**src/rtl/lfsr_range_sampler_pkg.sv**
```systemverilog
// Shared constants and helpers for the LFSR range sampler.
//   clog2()          : constant ceiling log2 used for widths
//   range_legal()    : RANGE must lie in 2..65536
//   depth_legal()    : DEPTH must be a power of two in 2..16
//   REJECT_CNT_W/SAT : rejection counter width and saturation value
//   WRAP_CNT_W       : LFSR period counter width
package lfsr_range_sampler_pkg;

    localparam int unsigned LFSR_W       = 17;
    localparam int unsigned REJECT_CNT_W = 16;
    localparam logic [REJECT_CNT_W-1:0] REJECT_SAT = 16'hFFFF;
    localparam int unsigned WRAP_CNT_W   = 8;

    // Smallest r with 2**r >= v.
    function automatic int unsigned clog2(input int unsigned v);
        int unsigned r;
        r = 0;
        while ((longint'(1) << r) < longint'(v)) begin
            r = r + 1;
        end
        return r;
    endfunction

    function automatic bit range_legal(input int unsigned r);
        return (r >= 2) && (r <= 65536);
    endfunction

    function automatic bit depth_legal(input int unsigned d);
        return (d >= 2) && (d <= 16) && ((d & (d - 1)) == 0);
    endfunction

endpackage

```
**src/rtl/lfsr_range_sampler_if.sv**
```systemverilog
// Valid/ready handshake carrying accepted random values to the consumer.
//   rnd_data  : FIFO head value
//   rnd_valid : FIFO non-empty
//   rnd_ready : consumer takes rnd_data when rnd_valid & rnd_ready
interface lfsr_range_sampler_if #(
    parameter int unsigned W = 4
) ();
    logic [W-1:0] rnd_data;
    logic         rnd_valid;
    logic         rnd_ready;

    modport master (output rnd_data, output rnd_valid, input rnd_ready);
    modport slave  (input rnd_data, input rnd_valid, output rnd_ready);
endinterface

```
**src/rtl/lfsr_range_sampler_sync_fifo_fwft.sv**
```systemverilog
// First-word-fall-through FIFO, circular buffer with wrapping pointers.
//   push/push_data : write (never issued when full)
//   pop            : read-advance, ignored when empty
//   head_data      : oldest entry (0 after reset)
//   count          : occupancy 0..DEPTH
module sync_fifo_fwft
    import lfsr_range_sampler_pkg::*;
#(
    parameter int unsigned WIDTH = 4,
    parameter int unsigned DEPTH = 4,
    localparam int unsigned AW   = clog2(DEPTH),
    localparam int unsigned CW   = AW + 1
) (
    input  logic             clk,
    input  logic             rst_n,
    input  logic             push,
    input  logic [WIDTH-1:0] push_data,
    input  logic             pop,
    output logic [WIDTH-1:0] head_data,
    output logic [CW-1:0]    count
);

    logic [WIDTH-1:0] mem [DEPTH];
    logic [AW-1:0]    wr_ptr;
    logic [AW-1:0]    rd_ptr;
    logic             pop_ok;

    assign pop_ok    = pop && (count != '0);
    assign head_data = mem[rd_ptr];

    // Storage, pointers and occupancy; pointers wrap naturally as DEPTH is 2**AW.
    always_ff @(posedge clk) begin
        if (rst_n) begin
            wr_ptr <= '0;
            rd_ptr <= '0;
            count  <= '0;
            for (int i = 0; i < int'(DEPTH); i++) begin
                mem[i] <= '0;
            end
        end else begin
            if (push) begin
                mem[wr_ptr] <= push_data;
                wr_ptr      <= wr_ptr + AW'(1);
            end
            if (pop_ok) begin
                rd_ptr <= rd_ptr + AW'(1);
            end
            case ({push, pop_ok})
                2'b10:   count <= count + CW'(1);
                2'b01:   count <= count - CW'(1);
                default: count <= count;
            endcase
        end
    end

endmodule

```
**src/rtl/lfsr_range_sampler.sv**
```systemverilog
// Samples a 17-bit LFSR, maps samples into [0, RANGE-1] by rejection and
// buffers accepted values in a FWFT FIFO.
//   en            : enables sampling (sh_en), FIFO reads continue regardless
//   lfsr_q        : LFSR state; lfsr_max_tick : LFSR back at its seed
//   sh_en         : combinational shift request to the LFSR
//   rnd           : valid/ready output handshake
//   fifo_count    : FIFO occupancy
//   reject_cnt    : saturating rejected-sample count
//   wrap_cnt      : wrapping count of LFSR periods
module lfsr_range_sampler
    import lfsr_range_sampler_pkg::*;
#(
    parameter int unsigned RANGE = 10,
    parameter int unsigned DEPTH = 4,
    localparam int unsigned W    = clog2(RANGE),
    localparam int unsigned CW   = clog2(DEPTH) + 1
) (
    input  logic                    clk,
    input  logic                    rst_n,
    input  logic                    en,
    input  logic [LFSR_W-1:0]       lfsr_q,
    input  logic                    lfsr_max_tick,
    output logic                    sh_en,
    lfsr_range_sampler_if.master    rnd,
    output logic [CW-1:0]           fifo_count,
    output logic [REJECT_CNT_W-1:0] reject_cnt,
    output logic [WRAP_CNT_W-1:0]   wrap_cnt
);

    if (!range_legal(RANGE)) begin : g_bad_range
        $error("lfsr_range_sampler: RANGE out of 2..65536");
    end
    if (!depth_legal(DEPTH)) begin : g_bad_depth
        $error("lfsr_range_sampler: DEPTH must be a power of two in 2..16");
    end

    localparam bit RANGE_POW2 = (longint'(RANGE) == (longint'(1) << W));

    logic         s1_vld;
    logic [W-1:0] s1_val;
    logic         in_range;
    logic         accept;
    logic         reject;
    logic         pop;
    logic         unused_lfsr_hi;

    assign unused_lfsr_hi = ^lfsr_q[LFSR_W-1:W];

    // Count the in-flight sample against free space so a push never hits a full FIFO.
    assign sh_en = en && !rst_n &&
                   (({1'b0, fifo_count} + (CW+1)'(s1_vld)) < (CW+1)'(DEPTH));

    // Stage 1: capture the slice present in the same cycle the shift is requested.
    always_ff @(posedge clk) begin
        if (rst_n) begin
            s1_vld <= 1'b0;
            s1_val <= '0;
        end else begin
            s1_vld <= sh_en;
            if (sh_en) begin
                s1_val <= lfsr_q[W-1:0];
            end
        end
    end

    // Stage 2: a W-bit slice can never reach RANGE when RANGE is 2**W.
    assign in_range = RANGE_POW2 ? 1'b1 : (s1_val < W'(RANGE));
    assign accept   = s1_vld && in_range;
    assign reject   = s1_vld && !in_range;

    assign pop           = rnd.rnd_valid && rnd.rnd_ready;
    assign rnd.rnd_valid = (fifo_count != '0);

    sync_fifo_fwft #(
        .WIDTH (W),
        .DEPTH (DEPTH)
    ) u_fifo (
        .clk       (clk),
        .rst_n     (rst_n),
        .push      (accept),
        .push_data (s1_val),
        .pop       (pop),
        .head_data (rnd.rnd_data),
        .count     (fifo_count)
    );

    // Statistics: saturating rejects, wrapping LFSR periods (independent of en).
    always_ff @(posedge clk) begin
        if (rst_n) begin
            reject_cnt <= '0;
            wrap_cnt   <= '0;
        end else begin
            if (reject && (reject_cnt != REJECT_SAT)) begin
                reject_cnt <= reject_cnt + REJECT_CNT_W'(1);
            end
            if (lfsr_max_tick) begin
                wrap_cnt <= wrap_cnt + WRAP_CNT_W'(1);
            end
        end
    end

endmodule

```
**src/flat_wrapper.sv**
```systemverilog
// flat-port wrapper written by rule: the top's interface ports become plain ports
module lfsr_range_sampler_flat import lfsr_range_sampler_pkg::*;
#(
    parameter int unsigned RANGE = 10,
    parameter int unsigned DEPTH = 4,
    localparam int unsigned W    = clog2(RANGE),
    localparam int unsigned CW   = clog2(DEPTH) + 1
)
  (clk, rst_n, en, lfsr_q, lfsr_max_tick, sh_en, fifo_count, reject_cnt, wrap_cnt, rnd_rnd_data, rnd_rnd_valid, rnd_rnd_ready);
  lfsr_range_sampler_if #(.W((clog2(RANGE)))) rnd_i ();
  input  logic clk;
  input  logic rst_n;
  input  logic en;
  input  logic [LFSR_W-1:0] lfsr_q;
  input  logic lfsr_max_tick;
  output logic sh_en;
  output logic [CW-1:0] fifo_count;
  output logic [REJECT_CNT_W-1:0] reject_cnt;
  output logic [WRAP_CNT_W-1:0] wrap_cnt;
  output wire logic [$bits(rnd_i.rnd_data)-1:0] rnd_rnd_data;
  output wire logic [$bits(rnd_i.rnd_valid)-1:0] rnd_rnd_valid;
  input wire logic [$bits(rnd_i.rnd_ready)-1:0] rnd_rnd_ready;
  assign rnd_rnd_data = rnd_i.rnd_data;
  assign rnd_rnd_valid = rnd_i.rnd_valid;
  assign rnd_i.rnd_ready = rnd_rnd_ready;
  lfsr_range_sampler #(.RANGE(RANGE), .DEPTH(DEPTH)) u_core (.clk(clk), .rst_n(rst_n), .en(en), .lfsr_q(lfsr_q), .lfsr_max_tick(lfsr_max_tick), .sh_en(sh_en), .rnd(rnd_i), .fifo_count(fifo_count), .reject_cnt(reject_cnt), .wrap_cnt(wrap_cnt));
endmodule
```
**config.mk**
```make
export PLATFORM = sky130hd
export DESIGN_NAME = lfsr_range_sampler_flat
export DESIGN_NICKNAME = d
export VERILOG_FILES = /design/src/rtl/lfsr_range_sampler_pkg.sv /design/src/rtl/lfsr_range_sampler_if.sv /design/src/rtl/lfsr_range_sampler_sync_fifo_fwft.sv /design/src/rtl/lfsr_range_sampler.sv /design/src/flat_wrapper.sv
export SDC_FILE = /design/constraint.sdc
export NUM_CORES = 1
export LEC_CHECK = 0
export BUFFER_PORTS_ARGS = -buffer_cell sky130_fd_sc_hd__buf_2
export CORE_MARGIN = 2
export CORE_UTILIZATION = 48
export DETAILED_ROUTE_END_ITERATION = 10
export PLACE_DENSITY = 0.75
export SYNTH_ARGS = -nofsm -noshare
export SYNTH_HDL_FRONTEND = slang
export SYNTH_SLANG_ARGS = --single-unit
```
**constraint.sdc**
```tcl
create_clock -name clk -period 1.9 [get_ports clk]
set_input_delay 0.19 -clock clk [delete_from_list [all_inputs] [get_ports clk]]
set_output_delay 0.19 -clock clk [all_outputs]
set_load 0.02 [all_outputs]
```
* Word-level counts from Yosys, hierarchy flattened
Memories as Yosys holds them, arrays and structs flattened. A register that Yosys moved wholly into a read port is not among the register bits.
Cells that the tools add are included.
** Storage, ports and cells
- Bits in writable memories :: 16
- Memories kept :: 1
- Output and inout bits :: 33
- Register bits :: 36
- Logic and storage cells :: 43
- Input port bits :: 22
** Memories
- u_core.u_fifo.mem :: depth 4, width 4, read ports 1, clocked after memory_dff 1, write ports 4, line lfsr_range_sampler_sync_fifo_fwft.sv:23 : logic [WIDTH-1:0] mem [DEPTH];
** Operators by class
- Multiplexer cells :: 11
- Reductions and logical operators :: 12
- Equal/unequal tests :: 3
- $add $sub $neg :: 7
- $lt $le $gt $ge :: 2
** Operator list (number)
- adder 16 x 1 -> 16 bit (second input constant) :: 1
- inequality test 16 bit (second input constant) :: 1
- adder 8 x 1 -> 8 bit (second input constant) :: 1
- logical AND 1 bit :: 7
- 2-to-1 mux 1 bit :: 6
- 2-to-1 mux 2 bit :: 3
- case mux 3 bit (2 select lines) :: 1
- adder 2 x 1 -> 2 bit (second input constant) :: 2
- adder 3 x 1 -> 4 bit :: 1
- < comparator 4 x 3 -> 1 bit (second input constant) :: 1
- < comparator 4 bit (second input constant) :: 1
- 2-to-1 mux 4 bit :: 1
- OR reduction 4 bit :: 1
- adder 3 x 1 -> 3 bit (second input constant) :: 1
- nonzero test 3 bit :: 1
- subtractor 3 x 1 -> 3 bit (second input constant) :: 1
- == test 2 x 1 -> 1 bit (second input constant) :: 1
- == test 2 bit (second input constant) :: 1
- zero test 1 bit :: 2
- nonzero test 2 bit :: 1

* Depth between registers and ports, before layout
Gate-level depths: netlist of the first run.
- Word-level depth :: 7
- Gate-level depth with buffers :: 8
- Gate-level depth less buffers :: 8

* Modules after synthesis
Synthesis of the first run repeated with hierarchy kept, for this count alone.
** Second synthesis, totals
- Cell total of the unflattened synthesis :: 243
- Area, all modules :: 2481.1 µm²
** Modules (own cells, without submodules)
- lfsr_range_sampler :: seq. area each 580.6 µm², cells each 156, area each 1387.6 µm², instances 1
- sync_fifo_fwft :: seq. area each 660.6 µm², cells each 87, area each 1093.5 µm², instances 1

* Worst setup path after synthesis of the first run
OpenSTA, ideal clock, no wires.
- Kind :: reg2reg
- Start point :: register u_core.u_fifo.count[0]
- End point :: register u_core.u_fifo.count[2]
- Required time :: 1.830 ns
- Setup slack :: -0.057 ns
- Setup time :: 0.070 ns
- Arrival time :: 1.886 ns
- Buffers on the path :: 0
- Clock period less this slack :: 1.957 ns
- Stages on the path, launching flop included :: 8
- Path through :: dfxtp_1 o31a_1 ha_1 inv_1 fa_1 xor2_1 or3_1 a21oi_1
** Between the ends
- Cells in the longest elaborated chain, start to end :: 5
- Elaborated cells between the ends (all ways) :: 9
- Those cells by class :: 2 x add/sub; 2 x eq/ne; 1 x mux; 4 x reduce/logical
** Ends and longest elaborated chain
- from (decl) :: line lfsr_range_sampler_sync_fifo_fwft.sv:20 : output logic [CW-1:0] count
- from (signal assigned) :: line lfsr_range_sampler_sync_fifo_fwft.sv:49 : 2'b10: count <= count + CW'(1);
- from (signal assigned) :: line lfsr_range_sampler_sync_fifo_fwft.sv:50 : 2'b01: count <= count - CW'(1);
- from (signal assigned) :: line lfsr_range_sampler_sync_fifo_fwft.sv:51 : default: count <= count;
- nonzero test 3 bit (*) :: line lfsr_range_sampler_sync_fifo_fwft.sv:28, lfsr_range_sampler.sv:72
- logical AND 1 bit :: line lfsr_range_sampler.sv:71 : assign pop = rnd.rnd_valid && rnd.rnd_ready;
- logical AND 1 bit (*) :: line lfsr_range_sampler_sync_fifo_fwft.sv:28 : assign pop_ok = pop && (count != '0);
- net u_core.u_fifo.pop_ok :: line lfsr_range_sampler_sync_fifo_fwft.sv:26 : logic pop_ok;
- == test 2 x 1 -> 1 bit / == test 2 bit (equally long branches) :: line lfsr_range_sampler_sync_fifo_fwft.sv:48 : case ({push, pop_ok})
- case mux 3 bit (2 select lines) / nonzero test 2 bit (equally long branches)
The timed path passes the listed nets; every way through them passes the cells marked *.
A chain may end at the register's enable or synchronous reset.

* Worst setup path in the final report of the first run
- Start point :: register u_core.u_fifo.count[2]
- End point :: register u_core.u_fifo.count[2]
Same word-level chain as after synthesis.

==> results.json, run 1 <==
{
  "outcome": "complete, no violations",
  "hpwl_mm": 3.64,
  "die_y_um": 75.5,
  "hold_depth": 3,
  "seq_area_mm2": 0.00124,
  "p_per_area_mw_per_mm2": 887,
  "min_period_ns": 1.80,
  "syn_inst": 238,
  "io_pins": 55,
  "fmax_ghz": 0.555,
  "avgViaCountPerCell": 5.27,
  "dp.cells": 355,
  "final_cells": 364,
  "port_buffers": 41,
  "setup_viol_count_final": 0,
  "syn2layout_area_growth_pct": 19.4,
  "multi_input_area_mm2": 0.00114,
  "finalCritPeriodShare": 0.948,
  "slew_violations": 0,
  "synth_top_cells_by_count": "dfxtp_1, nor2_1, edfxtp_1",
  "antenna_found_initial": 0,
  "grt_usage": 0.189,
  "gp_congestion": 0.876,
  "tritoncts": "built",
  "reg2reg_depth": 7,
  "syn_area_mm2": 0.00245,
  "syn_area_per_cell_um2": 10.3,
  "yosys.area.top_type": "dfxtp_1",
  "fin_util": 0.585,
  "netlist-cell-type-count": 45,
  "n_antenna_cell": 0,
  "cts_buffers": 5,
  "ys.flop_type": "dfxtp_1",
  "whs_ns": 0.116,
  "yosysSeqAreaShare": 0.506,
  "yosysMostFrequentCell": "dfxtp_1",
  "drtIter0Drc": 103,
  "ys_ff_latch": 54,
  "drc": 0,
  "fin_tns_setup_ns": 0,
  "worst_pin_slew_ns": 0.449,
  "clkLatencyLatePin_ns": 0.31,
  "synth_edf_count": 16,
  "rsz0062_at_grt": "no",
  "drtAntennaViolNets": 0,
  "yosysTopAreaCellShare": 0.310,
  "routed_wl_mm": 4.87,
  "cp_max_fo": 6,
  "die-area_mm2": 0.00570,
  "fillers": 458,
  "root_buffer": "clkbuf_8",
  "cts.sink_count": 54,
  "slew_headroom": 0.700,
  "end_kind": "flip-flop",
  "num-nets-final": 319,
  "rows": 26,
  "async_flop_share": 0,
  "syn_nets": 264,
  "synthTopCellsByArea": "dfxtp_1, edfxtp_1, nor2_1",
  "firstDrtPassIters": 4,
  "skew_ns": 0.00702,
  "total_power_uw": 2600,
  "initial_core_util": 0.490,
  "holdCritPathClass": "in2reg",
  "grt_pass1_vias": 1803,
  "ir_drop_v": 0.000340,
  "grt_pass1_wl_mm": 8.11,
  "worst_ep_arrival_time_ns": 2.04,
  "maxCapViolations": 0,
  "hold_violations": 0,
  "wire_per_inst_um": 13.4,
  "crit_required_ns": 2.14,
  "core_mm2": 0.00501,
  "startpoint_type": "flip-flop",
  "layout-drive-gt1-share": 0.289,
  "grt-ovfl-total": 0,
  "ys.warnings.count": 0,
  "clk_pin_slew_ns": 0.09,
  "die_w_um": 75.5,
  "cts_buffer_depth": 2,
  "grt_max_degree": 28,
  "via_count": 1917,
  "htree_levels": 2,
  "critPathKind": "reg2reg",
  "cellLeakagePower_uw": 0.00124
}
where the power goes:
group          switching, µW  internal, µW  leakage [µW]
Clock                    376           300     0.0000478
Combinational            311           264      0.000717
Sequential              73.4          1270      0.000475
repair_timing:
action | in CTS | in global routing
setup endpoints to repair | 0 | 1
buffers inserted | 0 | 1
hold buffers | 0 | 0
resized for setup | 0 | 0
final timing paths:
| kind | start | endpoint | slack [ns] |
|---|---|---|---|
| setup reg to reg | u_core.u_fifo.count[2] | u_core.u_fifo.count[2] | 0.1 |
| hold / removal | lfsr_q[3] | u_core.s1_val[3] | 0.12 |
| setup / recovery | u_core.u_fifo.count[2] | u_core.u_fifo.count[2] | 0.1 |
| hold reg to reg | u_core.wrap_cnt[5] | u_core.wrap_cnt[5] | 0.51 |
stage by stage:
stage,instance area [µm²],worst slack (ns)
floorplan,2460,0.0439
global placement,2820,0.0689
detailed placement,2820,0.0634
CTS,2920,0.0343
global route,2930,0.0122
finish,2930,0.0989
layer usage:
metal	GRT usage	part of all wire	vias up
met5	0	0	-
met4	0.0663	0.013	0
met3	0.0450	0.033	6
met2	0.318	0.51	35
met1	0.239	0.45	895
li1	-	-	981
layout make-up:
class                      instances  area share
clock buffer                       6      0.0282
multi-input combinational        166       0.390
inverter                          10      0.0128
tap                               70      0.0299
timing repair buffer              56       0.109
sequential                        54       0.425
clock inverter                     2     0.00555
critical path: stages, from the launching register on:
cell and delay, ns:
dfxtp_2 0.37, o31a_1 0.15, ha_1 0.19, inv_1 0.06
fa_1 0.37, xor2_1 0.16, or3_1 0.30, a21oi_1 0.14
kinds of logic (layout without fill, tap and decap cells):
kind of cell	after synthesis	after routing	share of synthesized area
compound gates	41	41	0.116
xor+xnor	12	12	0.0429
fa+ha+maj	4	4	0.0235
buf+inv	18	74	0.0281
flops	54	54	0.506
mux	12	12	0.0704
simple gates	97	97	0.213
state kept, by name, indices dropped and copies added (netlist names), named ones only:
signal,cells
u_core.reject_cnt,16
u_core.s1_val,4
u_core.s1_vld,1
u_core.u_fifo.count,3
u_core.u_fifo.mem,16
u_core.u_fifo.rd_ptr,2
u_core.u_fifo.wr_ptr,2
u_core.wrap_cnt,8
layout by cell type, fill, tap and decap left out, types with 4 or more instances in the layout:
cell / instances
buf_2: 41
xor2_1: 10
dfxtp_1: 35
nand3_1: 7
nor2_1: 34
or3_2: 4
a211oi_1: 4
o21ai_0: 9
and3_1: 7
inv_1: 10
edfxtp_1: 16
nand4_1: 7
and2_1: 5
clkbuf_8: 6
nand2_1: 11
buf_4: 15
or3_1: 5
mux2i_1: 6
mux4_2: 4
a21oi_1: 10
a31oi_1: 4
nor4_1: 4
No activity file was read; power rests on OpenSTA's default activity.
==> run 2, diff against run 1 <==
- RECOVER_POWER: default -> 25
==> results.json, run 2 (synthesis results as in run 1) <==
{
  "htree_levels": 2,
  "setup_viol_count_final": 0,
  "grt_pass1_wl_mm": 8.11,
  "layout-drive-gt1-share": 0.231,
  "crit_slowest_cell": "dfxtp_2",
  "final_cells": 364,
  "whs_ns": 0.115,
  "fin_util": 0.580,
  "dp.cells": 355,
  "routed_wl_mm": 4.84,
  "maxCapViolations": 0,
  "syn2layout_area_growth_pct": 18.5,
  "hpwl_mm": 3.64,
  "slowest_delay_ns": 0.37,
  "min_period_ns": 1.80,
  "gp_congestion": 0.876,
  "firstDrtPassIters": 4,
  "grt-ovfl-total": 0,
  "root_buffer": "clkbuf_8",
  "clk_pin_slew_ns": 0.09,
  "cts_buffers": 5,
  "ir_drop_v": 0.000340,
  "clkLatencyLatePin_ns": 0.31,
  "grt_pass1_vias": 1803,
  "drc": 0,
  "fmax_ghz": 0.555,
  "hold_buffers": 0,
  "critPathKind": "reg2reg",
  "fin_tns_setup_ns": 0,
  "rows": 26,
  "cp_max_fo": 6,
  "outcome": "complete, no violations",
  "seq_area_mm2": 0.00124,
  "final_common_cell": "dfxtp_1",
  "startpoint_type": "flip-flop",
  "cts_buffer_depth": 2,
  "avgViaCountPerCell": 5.24,
  "io_pins": 55,
  "worst_pin_slew_ns": 0.449,
  "crit_required_ns": 2.14,
  "total_power_uw": 2590,
  "most-common-layout-cells": "dfxtp_1, nor2_1, buf_2, clkbuf_1, edfxtp_1",
  "n_antenna_cell": 0,
  "antenna_found_initial": 0,
  "die_y_um": 75.5,
  "core_mm2": 0.00501,
  "tritoncts": "built",
  "multi_input_area_mm2": 0.00114,
  "reg_top3": "u_core.reject_cnt (16), u_core.u_fifo.mem (16), u_core.wrap_cnt (8)",
  "grt_max_degree": 28,
  "fillers": 468,
  "end_kind": "flip-flop",
  "hold_violations": 0,
  "crit_chain": "o31a_1, ha_1, inv_1, fa_1, xor2_1, or3_1, a21oi_1",
  "worst_ep_arrival_time_ns": 2.04,
  "holdCritPathClass": "in2reg",
  "finalCritPeriodShare": 0.949,
  "rsz0062_at_grt": "no",
  "drtAntennaViolNets": 0,
  "die_w_um": 75.5,
  "grt_usage": 0.189,
  "wire_per_inst_um": 13.3,
  "drtIter0Drc": 84,
  "slew_headroom": 0.700,
  "cellLeakagePower_uw": 0.00117,
  "skew_ns": 0.00705,
  "die-area_mm2": 0.00570,
  "port_buffers": 41,
  "slew_violations": 0,
  "via_count": 1909,
  "cts.sink_count": 54,
  "num-nets-final": 319,
  "initial_core_util": 0.490,
  "p_per_area_mw_per_mm2": 892
}
==> run 2: worst paths after layout <==
path                            slack (ns)  depth (start not counted)                    from                     end
worst max-delay path                   0.1                          7  u_core.u_fifo.count[2]  u_core.u_fifo.count[2]
worst min-delay path                  0.11                          3               lfsr_q[3]        u_core.s1_val[3]
worst max register to register         0.1                          7  u_core.u_fifo.count[2]  u_core.u_fifo.count[2]
worst min register to register        0.51                          2      u_core.wrap_cnt[5]      u_core.wrap_cnt[5]
==> run 2: critical path: cells and delay by family (launching register included) <==
kind,cells,cell delay [ns]
adder cells (fa/ha/maj),2,0.56
flip-flops,1,0.37
AND/OR/NAND/NOR,1,0.30
AO/OA/AOI/OAI,2,0.29
XOR/XNOR,1,0.16
buffers and inverters,1,0.06
==> run 2: area by class of cell <==
type / instances / area share
Sequential cell: 54 / 0.429
Multi-Input combinational cell: 166 / 0.393
Timing Repair Buffer: 56 / 0.101
Tap cell: 70 / 0.0301
Clock buffer: 6 / 0.0284
Inverter: 10 / 0.0129
Clock inverter: 2 / 0.00560
==> run 2: where the power goes <==
part / internal, µW / total, µW / switching [µW]
Sequential: 1270 / 1350 / 73.6
Clock: 300 / 676 / 376
Combinational: 258 / 567 / 309
Total: 1830 / 2590 / 758
==> run 2: stage by stage <==
| stage | setup WS, ns | instance area, µm² |
|---|---|---|
| 3_3_place_gp | 0.0689 | 2820 |
| 5_1_grt | 0.00967 | 2910 |
| 3_5_place_dp | 0.0634 | 2820 |
| 4_1_cts | 0.0343 | 2920 |
| 6_report | 0.0970 | 2910 |
| 2_1_floorplan | 0.0439 | 2460 |
==> run 2: routing by layer <==
layer,vias up,global-route usage,routed length (µm)
met5,-,0,0
met4,0,0.0663,66
met3,7,0.0450,153
met2,33,0.318,2460
met1,886,0.239,2160
li1,983,-,-
==> run 2: repair_timing <==
item	in CTS	in global routing
resized for setup	0	0
setup buffers	0	1
endpoints found under the setup margin	0	1
